==> src/rtl/mem_arbiter.sv <==
// mem_arbiter: two-requester memory arbiter, fixed LSU priority, one outstanding request with timeout
module mem_arbiter #(
  parameter int TIMEOUT = 255
) (
  input  logic        clk,
  input  logic        rst,
  input  logic        ifu_req,
  input  logic [31:0] ifu_addr,
  output logic        ifu_gnt,
  output logic        ifu_rvalid,
  output logic [31:0] ifu_rdata,
  output logic        ifu_err,
  input  logic        lsu_req,
  input  logic        lsu_we,
  input  logic [31:0] lsu_addr,
  input  logic [31:0] lsu_wdata,
  input  logic [3:0]  lsu_wmask,
  output logic        lsu_gnt,
  output logic        lsu_rvalid,
  output logic [31:0] lsu_rdata,
  output logic        lsu_err,
  output logic        mem_req,
  output logic        mem_we,
  output logic [31:0] mem_addr,
  output logic [31:0] mem_wdata,
  output logic [3:0]  mem_wmask,
  input  logic        mem_resp,
  input  logic [31:0] mem_rdata
);
  typedef enum logic [1:0] {IDLE, BUSY, RESP} state_t;
  state_t      r_state, w_next;
  logic        r_owner;
  logic [7:0]  r_cnt;
  logic        w_idle, w_done, w_timeout;
  // State register, request latch, timeout counter and per-requester result registers
  always_ff @(posedge clk) begin
    if (!rst) begin
      r_state   <= IDLE;
      r_owner   <= 1'b0;
      r_cnt     <= 8'd0;
      mem_we    <= 1'b0;
      mem_addr  <= 32'h0;
      mem_wdata <= 32'h0;
      mem_wmask <= 4'h0;
      ifu_rdata <= 32'h0;
      ifu_err   <= 1'b0;
      lsu_rdata <= 32'h0;
      lsu_err   <= 1'b0;
    end else begin
      r_state <= w_next;
      if (ifu_gnt || lsu_gnt) begin
        r_owner   <= lsu_gnt;
        r_cnt     <= 8'd0;
        mem_we    <= lsu_gnt & lsu_we;
        mem_addr  <= lsu_gnt ? lsu_addr : ifu_addr;
        mem_wdata <= lsu_gnt ? lsu_wdata : 32'h0;
        mem_wmask <= lsu_gnt ? lsu_wmask : 4'h0;
      end else if (r_state == BUSY) begin
        r_cnt <= r_cnt + 8'd1;
      end
      if (w_done && r_owner) begin
        lsu_rdata <= mem_resp ? mem_rdata : 32'h0;
        lsu_err   <= !mem_resp;
      end
      if (w_done && !r_owner) begin
        ifu_rdata <= mem_resp ? mem_rdata : 32'h0;
        ifu_err   <= !mem_resp;
      end
    end
  end
  // Next state, grants and handshake outputs; a response in the timeout cycle beats the timeout
  always_comb begin
    w_idle     = rst && r_state == IDLE;
    lsu_gnt    = w_idle & lsu_req;
    ifu_gnt    = w_idle & ifu_req & ~lsu_req;
    w_timeout  = r_cnt == 8'(TIMEOUT - 1);
    w_done     = r_state == BUSY && (mem_resp || w_timeout);
    mem_req    = r_state == BUSY;
    ifu_rvalid = r_state == RESP && !r_owner;
    lsu_rvalid = r_state == RESP && r_owner;
    w_next     = r_state == IDLE ? ((ifu_req || lsu_req) ? BUSY : IDLE) :
                 r_state == BUSY ? (w_done ? RESP : BUSY) : IDLE;
  end
endmodule

==> config.mk <==
export PLATFORM = sky130hd
export DESIGN_NAME = mem_arbiter
export DESIGN_NICKNAME = d
export VERILOG_FILES = /design/src/rtl/mem_arbiter.sv
export SDC_FILE = /design/constraint.sdc
export NUM_CORES = 1
export LEC_CHECK = 0
export ABC_CLOCK_PERIOD_IN_PS = 3300
export BUFFER_PORTS_ARGS = -buffer_cell sky130_fd_sc_hd__buf_2
export CAP_MARGIN = 20
export CORE_MARGIN = 2
export CORE_UTILIZATION = 45
export CTS_CLUSTER_DIAMETER = 60
export DETAILED_ROUTE_END_ITERATION = 10
export GPL_TIMING_DRIVEN = 0
export PLACE_DENSITY = 0.78
export RECOVER_POWER = 100
export SETUP_SLACK_MARGIN = 0.1
export SYNTH_ARGS = -nofsm -noshare
export SYNTH_HDL_FRONTEND = slang
export SYNTH_SLANG_ARGS = --single-unit
export TNS_END_PERCENT = 1
==> constraint.sdc <==
create_clock -name clk -period 3.3 [get_ports clk]
set_clock_uncertainty 0.1 [all_clocks]
set_input_delay 0.495 -clock clk [delete_from_list [all_inputs] [get_ports clk]]
set_output_delay 0.495 -clock clk [all_outputs]
set_load 0.01 [all_outputs]
==> impl_metrics.toml, run 1 <==
[worst_setup_path]
crit_fanout = 10
delay_of_the_slowest_critical_path_stage_ps = 460
critPathKind = "reg2out"
crit_top_cell = "sky130_fd_sc_hd__clkbuf_1"
critPathTopFamily = "simple AND/OR/NAND/NOR gates"
timing.reg2reg.setup_slack_ps = 770
reg2regPathDepth = 5
worstPathCellList = "or3b_1, nor3_4, clkbuf_1, clkbuf_1"
critical_path_arrival_ps = 2220
timing.critical_path.slowest_stage_cell = "sky130_fd_sc_hd__clkbuf_1"
timing.critical_path.to_type = "output pin"
reg2reg_from = "r_state[1]"
critPathLaunchType = "flip-flop"
worst_r2r_endpoint = "ifu_rdata[20]"
critical_path_required_ps = 2700
critical_path.n_buffers_inverters = 2

[drt]
wire_per_inst_um = 16.9
route.antenna.remaining_nets = 0
routed-via-count = 5742
drt-total-wl_mm = 18.0
detail_route.vias_per_cell = 5.39
first_drt_pass_iteration_count = 5
drcViolationCount = 0
count_of_routing_violations_after_the_opening_detailed_route_iteration = 537

[yosys]
post_synth_instance_area_sq_um = 5780
synth-edff-count = 0
synth_flop_cell = "sky130_fd_sc_hd__dfxtp_1"
ys_async_sr_fraction_pct = 0
ys_seq_elements = 146
mappedNetlistNets = 727
post_synth_num_cell_types = 44
synth_area_per_cell_sq_um = 9.85
synthCells = 587
synth-warning-count = 0
synth.yosys.seq_area_share_pct = 50.5

[timing]
maxSlewHeadroom_pct = 30.1
min_period_over_period_pct = 85.2
post-route-min-period_ps = 2810
slew_violations = 0
rsz0062_at_grt = "no"
max_freq_mhz = 356
final_worst_setup_slack_ps = 490
setup_viols_final = 0
tightestPinTransition_ps = 1050
timing.final.hold_violations = 0
setup_tns_ps = 0

[cts]
cts_tree = "yes"
clock_path_buffers = 2
numClockSinks = 146
cts_hold_buffers = 0
worst_setup_hold_path_clk_slew_ps = 60
cts.repair.resized = 0
cts_root_buffer = "sky130_fd_sc_hd__clkbuf_16"
numCtsBuffers = 17
cts_htree_levels = 4
clk-insertion-delay-late_ps = 430
count_of_buffers_added_by_post_cts_timing_repair_for_setup = 0

[worst_hold_path]
min_path_type = "in2reg"
hold_critical_path_depth = 2
min-delay-start = "lsu_wdata[5]"
timing.hold.worst_endpoint = "mem_wdata[5]"

[final_layout]
mostFrequentLayoutCells = "sky130_fd_sc_hd__clkbuf_1 (178), sky130_fd_sc_hd__dfxtp_1 (146), sky130_fd_sc_hd__buf_2 (143)"
num-nets-final = 1022
commonest_non_fill_non_tap_cell_in_the_layout = "sky130_fd_sc_hd__clkbuf_1"
syn_to_final_growth_pct = 33.4
filler_cell_count = 1208
final_layout_size_suffix_gt1_share_pct = 20.1
postLayoutCellArea_sq_um = 7720
final-instance-count-excl-fill = 1066
diodes = 0

[power_and_ir_drop]
vdd_ir_drop_max_mv = 0.355
power.density_cell_area_nw_per_um2 = 584
total_power_of_the_final_layout_mw = 4.51
power.leakage_nw = 3.64

[floorplan]
die_x_um = 117
core_sq_um = 12600
initial_core_util_pct = 46.0
design.die.area_sq_um = 13800
pin_count = 278
chipHeight_um = 117
num_rows = 41

[global_routing]
grt_util_all_layers_pct = 25.2
grt_pass1_vias = 5345
first_pass_grt_wire_length_mm = 27.6
initial_antenna_violation_count = 1
grt_remaining_overflow = 0
grt_max_degree = 17

[placed_design]
routabilityCongestion = 0.813
port-buffer-count = 276
placedInstanceArea_sq_um = 7380
placedCellCount = 1035
hpwl_mm = 13.3
dp_slack_ps = 929

[job]
maxCapViolations = 0

[outcome]
run_status = "finished, final reports clean"
[cell type report]
type / instances / area, sq um / share of cell area (%)
Timing Repair Buffer: 276 / 1210 / 15.6
Multi-Input combinational cell: 382 / 2480 / 32.1
Inverter: 5 / 18.8 / 0.243
Buffer: 54 / 272 / 3.52
Clock buffer: 23 / 478 / 6.19
Sequential cell: 146 / 2920 / 37.9
Tap cell: 172 / 215 / 2.79
Clock inverter: 8 / 128 / 1.65
[per-stage QoR]
stage	utilization (%)	hold slack, ps
floorplan	-	352
global placement	58.7	352
detailed placement	58.7	353
CTS	63.5	172
global route	61.4	178
finish	61.4	177
[synth_stat cells (all sizes together), types with 4 or more instances]
library cell	instances	area (sq um)
a21o	64	480
or3	4	25.0
nand2	99	372
a221o	32	320
o22ai	64	400
nor2	7	26.3
inv	5	18.8
o21ai	5	25.0
and2	32	200
buf	40	293
a22o	37	324
dfxtp	146	2920
clkbuf	14	52.6
a21oi	7	35.0
[kinds of logic after synthesis]
group | Yosys count | share of synthesized area [%]
AO/OA/AOI/OAI | 218 | 28.8
AND/OR/NAND/NOR | 160 | 13.6
flip-flops | 146 | 50.5
buffers and inverters | 59 | 6.30
XOR/XNOR | 2 | 0.303
adder cells (fa/ha/maj) | 2 | 0.433
[registers in the layout, summed over array words and instances, names as in the netlist]
name       flops
ifu_err        1
ifu_rdata     32
lsu_err        1
lsu_rdata     32
mem_addr      32
mem_wdata     32
mem_we         1
mem_wmask      4
r_cnt          8
r_owner        1
r_state        2
[where the power goes]
| group | total, mW | switching (mW) | internal (mW) |
|---|---|---|---|
| Sequential | 1.96 | 0.0770 | 1.88 |
| Combinational | 0.565 | 0.323 | 0.241 |
| Clock | 1.99 | 0.743 | 1.25 |
[worst max path at each step]
| stage | start | endpoint | slack (ps) | cells after the start |
|---|---|---|---|---|
| 2_1_floorplan | rst | lsu_gnt | 1420 | 4 |
| 3_3_place_gp | rst | lsu_gnt | 910 | 6 |
| 3_5_place_dp | rst | lsu_gnt | 930 | 6 |
| 4_1_cts | r_state[0] | ifu_gnt | 780 | 4 |
| 5_1_grt | r_state[1] | lsu_gnt | 380 | 4 |
| 6_report | r_state[0] | ifu_gnt | 490 | 4 |
[worst reg2reg max path, cell delays in order, from the launching register on]
cell	delay, ps
sky130_fd_sc_hd__dfxtp_1	340
sky130_fd_sc_hd__clkbuf_1	210
sky130_fd_sc_hd__nor3b_1	880
sky130_fd_sc_hd__clkbuf_1	530
sky130_fd_sc_hd__o22ai_1	170
sky130_fd_sc_hd__a21o_1	200
[layer usage]
layer / global-route usage (%) / wire length [um]
met5: 0 / 13
met4: 10.3 / 412
met3: 8.32 / 1500
met2: 42.5 / 8810
met1: 29.4 / 7250
(Power assumes the default switching activity.)
==> inputs of run 2 (changes only) <==
CTS_BUF_LIST = sky130_fd_sc_hd__clkbuf_8   (was not set)
CTS_CLUSTER_DIAMETER = 40   (was 60)
CTS_CLUSTER_SIZE = 30   (was not set)
==> impl_metrics.toml, run 2 (synthesis results as in run 1) <==
[timing]
maxSlewHeadroom_pct = 31.5
timing.final.hold_violations = 0
setup_viols_final = 0
slew_violations = 0
post-route-min-period_ps = 2830
min_period_over_period_pct = 85.8
max_freq_mhz = 353
tightestPinTransition_ps = 1020
setup_tns_ps = 0
final_worst_setup_slack_ps = 469
rsz0062_at_grt = "no"

[worst_setup_path]
timing.critical_path.to_type = "output pin"
worstPathCellList = "or3b_1, nor3_4, clkbuf_1, buf_2"
cp-startpoint = "r_state[0]"
delay_of_the_slowest_critical_path_stage_ps = 450
critical_path_required_ps = 2700
worst_r2r_endpoint = "ifu_rdata[26]"
timing.critical_path.slowest_stage_cell = "sky130_fd_sc_hd__or3b_1"
reg2reg_from = "r_state[1]"
crit_fanout = 10
critPathLaunchType = "flip-flop"
critical_path_arrival_ps = 2240
critPathKind = "reg2out"
timing.reg2reg.setup_slack_ps = 840
reg2regPathDepth = 5

[final_layout]
utilization_pct = 59.8
syn_to_final_growth_pct = 30.1
mostFrequentLayoutCells = "sky130_fd_sc_hd__clkbuf_1 (174), sky130_fd_sc_hd__dfxtp_1 (146), sky130_fd_sc_hd__buf_2 (145)"
final_layout_size_suffix_gt1_share_pct = 20.2
multi_input_area_sq_um = 2480
filler_cell_count = 1237
num-nets-final = 1022
commonest_non_fill_non_tap_cell_in_the_layout = "sky130_fd_sc_hd__clkbuf_1"
storage_element_area_sq_um = 2920
diodes = 0

[floorplan]
design.die.area_sq_um = 13800
chipHeight_um = 117
die_x_um = 117
pin_count = 278
core_sq_um = 12600
initial_core_util_pct = 46.0
num_rows = 41

[drt]
wire_per_inst_um = 16.6
first_drt_pass_iteration_count = 5
drcViolationCount = 0
route.antenna.remaining_nets = 0
drt-total-wl_mm = 17.7
detail_route.vias_per_cell = 5.39
count_of_routing_violations_after_the_opening_detailed_route_iteration = 460
routed-via-count = 5742

[job]
maxCapViolations = 0

[placed_design]
port-buffer-count = 276
dp_slack_ps = 929
routabilityCongestion = 0.813
hpwl_mm = 13.3

[global_routing]
initial_antenna_violation_count = 1
first_pass_grt_wire_length_mm = 27.3
grt_remaining_overflow = 0
grt_pass1_vias = 5300
grt_max_degree = 17
grt_util_all_layers_pct = 24.9

[cts]
cts_htree_levels = 4
cts_hold_buffers = 0
cts_root_buffer = "sky130_fd_sc_hd__clkbuf_8"
numCtsBuffers = 17
clk-insertion-delay-late_ps = 440
count_of_buffers_added_by_post_cts_timing_repair_for_setup = 0
cts_tree = "yes"
numClockSinks = 146
cts.repair.resized = 0
worst_setup_hold_path_clk_slew_ps = 80
clock_path_buffers = 2

[worst_hold_path]
timing.hold.worst_endpoint = "mem_wdata[20]"
min-delay-start = "lsu_wdata[20]"
min_path_type = "in2reg"
hold_critical_path_depth = 2

[power_and_ir_drop]
power.density_cell_area_nw_per_um2 = 529
vdd_ir_drop_max_mv = 0.271
power.leakage_nw = 3.57

[outcome]
run_status = "finished, final reports clean"
==> run 2: cell count changes in the layout (fill, tap and decap cells not counted), sizes merged <==
| cell | before | now |
|---|---|---|
| buf | 155 | 156 |
| inv | 5 | 8 |
| clkbuf | 198 | 194 |
==> run 2: stage by stage <==
step / power, mW / hold WS [ps] / instance area, sq um / std cells
CTS: 4.05 / 129 / 7790 / 1066
global placement: 2.59 / 352 / 7380 / 1035
global route: 4.15 / 129 / 7520 / 1066
floorplan: 2.31 / 352 / 5780 / 587
detailed placement: 2.60 / 353 / 7380 / 1035
finish: 3.98 / 165 / 7520 / 1066
==> run 2: final cells by class <==
type | instances | area share, %
flip-flops and latches | 146 | 38.9
multi-input cells | 382 | 32.9
repair buffers | 276 | 16.1
clock buffers | 20 | 3.66
plain buffers | 54 | 3.53
well taps | 172 | 2.86
clock inverters | 11 | 1.85
inverters | 5 | 0.250
==> run 2: worst max path at each step <==
stage                    to  slack (ps)  cells past startpoint
floorplan           lsu_gnt        1420                      4
global placement    lsu_gnt         910                      6
detailed placement  lsu_gnt         930                      6
CTS                 ifu_gnt         730                      4
global route        ifu_gnt         360                      4
finish              ifu_gnt         470                      4
==> run 2: critical path: cells and delay by family, from the launching register on <==
kind | cells | cell delay [ps]
buffers and inverters | 2 | 680
flip-flops | 1 | 360
AND/OR/NAND/NOR | 2 | 750
==> run 2: power by group <==
group	internal (mW)	total, mW	switching [mW]
clock network	0.797	1.46	0.664
logic	0.241	0.563	0.322
registers	1.88	1.95	0.0765
==> run 2: routing by layer <==
metal	share of wire [%]	GRT usage (%)
met2	49	41.7
met5	0.090	0
met3	8.6	9.10
met1	40	29.1
met4	2.4	9.86
==> inputs of run 3 (changes only) <==
RECOVER_POWER = not set   (was 100)
==> impl_metrics.toml, run 3 (synthesis results as in run 1) <==
[final_layout]
final_layout_size_suffix_gt1_share_pct = 38.7
postLayoutCellArea_sq_um = 7790
syn_to_final_growth_pct = 34.8
num-nets-final = 1022
commonest_non_fill_non_tap_cell_in_the_layout = "sky130_fd_sc_hd__buf_2"
filler_cell_count = 1169
mostFrequentLayoutCells = "sky130_fd_sc_hd__buf_2 (294), sky130_fd_sc_hd__dfxtp_1 (146), sky130_fd_sc_hd__nand2_1 (99)"
diodes = 0

[cts]
numClockSinks = 146
cts_root_buffer = "sky130_fd_sc_hd__clkbuf_8"
worst_setup_hold_path_clk_slew_ps = 80
cts_hold_buffers = 0
cts_htree_levels = 4
cts.repair.resized = 0
count_of_buffers_added_by_post_cts_timing_repair_for_setup = 0
cts_tree = "yes"
numCtsBuffers = 17
clock_path_buffers = 2
clk-insertion-delay-late_ps = 440

[timing]
post-route-min-period_ps = 2510
tightestPinTransition_ps = 586
min_period_over_period_pct = 76.1
timing.final.hold_violations = 0
fin_hold_ws_ps = 157
slew_violations = 0
maxSlewHeadroom_pct = 60.7
setup_tns_ps = 0
rsz0062_at_grt = "no"
setup_viols_final = 0
max_freq_mhz = 398

[worst_setup_path]
end_point_of_the_critical_path = "ifu_gnt"
reg2regPathDepth = 6
critical_path_required_ps = 2700
worst_r2r_endpoint = "ifu_rdata[20]"
crit_fanout = 10
timing.reg2reg.setup_slack_ps = 1410
critPathKind = "reg2out"
critPathLaunchType = "flip-flop"
critical_path_arrival_ps = 1920
timing.critical_path.to_type = "output pin"
cp-startpoint = "r_state[0]"
reg2reg_from = "r_owner"

[drt]
drcViolationCount = 0
first_drt_pass_iteration_count = 5
count_of_routing_violations_after_the_opening_detailed_route_iteration = 423
drt-total-wl_mm = 17.7
routed-via-count = 5701
wire_per_inst_um = 16.6
detail_route.vias_per_cell = 5.35
route.antenna.remaining_nets = 0

[power_and_ir_drop]
vdd_ir_drop_max_mv = 0.283
total_switching_power_mw = 1.07
power_frac_clock_pct = 36.5
power.leakage_nw = 4.26
cell_internal_pwr_mw = 2.96
power.density_cell_area_nw_per_um2 = 516
total_power_of_the_final_layout_mw = 4.02
net_sw_share_pct = 26.5
power_share_of_the_combinational_group_pct = 15.1
sequentialPowerShare_pct = 48.4

[floorplan]
design.die.area_sq_um = 13800
die_x_um = 117
core_sq_um = 12600
chipHeight_um = 117
pin_count = 278
num_rows = 41
initial_core_util_pct = 46.0

[placed_design]
placedInstanceArea_sq_um = 7380
port-buffer-count = 276
routabilityCongestion = 0.813
hpwl_mm = 13.3

[global_routing]
first_pass_grt_wire_length_mm = 27.3
grt_max_degree = 17
grt_remaining_overflow = 0
grt_util_all_layers_pct = 24.9
grt_pass1_vias = 5300
initial_antenna_violation_count = 1

[outcome]
run_status = "finished, final reports clean"

[worst_hold_path]
min_path_type = "in2reg"

[job]
maxCapViolations = 0
[run 3: cell types whose count changed in the layout (fill, tap and decap cells not counted), moves of 4 or more]
cell,before,now
sky130_fd_sc_hd__buf_2,145,294
sky130_fd_sc_hd__buf_6,7,14
sky130_fd_sc_hd__and2_1,20,32
sky130_fd_sc_hd__clkbuf_1,174,14
sky130_fd_sc_hd__buf_4,0,4
sky130_fd_sc_hd__and2_0,12,0
[run 3: per-layer routing]
metal,vias to the layer above,wire [um],global-route usage [%]
met3,34,1540,9.10
li1,2754,-,-
met1,2658,7070,29.1
met5,-,16,0
met2,253,8620,41.7
met4,2,432,9.86
[run 3: power groups by stage]
stage / combinational, mW / sequential (mW) / clock [mW]
6_report: 0.607 / 1.95 / 1.47
5_1_grt: 0.657 / 1.96 / 1.57
4_1_cts: 0.611 / 1.95 / 1.49
3_5_place_dp: 0.611 / 1.99 / 0
3_3_place_gp: 0.603 / 1.98 / 0
2_1_floorplan: 0.280 / 2.03 / 0
[run 3: how the worst min path moves through the flow]
stage                  startpoint            end  slack [ps]  depth (start not counted)
global placement    ifu_rdata[24]  ifu_rdata[24]         350                          1
floorplan                r_cnt[7]       r_cnt[7]         350                          2
CTS                  lsu_wdata[5]   mem_wdata[5]         130                          2
finish               lsu_wdata[5]   mem_wdata[5]         160                          2
detailed placement  mem_wdata[26]  mem_wdata[26]         350                          1
global route         ifu_addr[27]   mem_addr[27]         130                          2
[run 3: final cells by class]
| cell class | count | area, sq um | area share (%) |
|---|---|---|---|
| Inverter | 5 | 18.8 | 0.241 |
| Sequential cell | 146 | 2920 | 37.5 |
| Buffer | 54 | 345 | 4.43 |
| Multi-Input combinational cell | 382 | 2500 | 32.0 |
| Clock buffer | 20 | 275 | 3.53 |
| Timing Repair Buffer | 276 | 1380 | 17.7 |
| Clock inverter | 11 | 139 | 1.78 |
| Tap cell | 172 | 215 | 2.76 |
[run 3: critical path: stages (launching register included)]
cell,delay (ps)
sky130_fd_sc_hd__dfxtp_1,370
sky130_fd_sc_hd__or3b_4,430
sky130_fd_sc_hd__nor3_4,320
sky130_fd_sc_hd__buf_6,210
sky130_fd_sc_hd__buf_2,140
[run 3: through the flow]
step,utilization (%),cells,setup slack [ps]
after detailed placement,58.7,1035,929
after global placement,58.7,1035,905
final,62.0,1066,789
after global routing,62.0,1066,683
after CTS,62.0,1066,732
after floorplan,-,587,1420
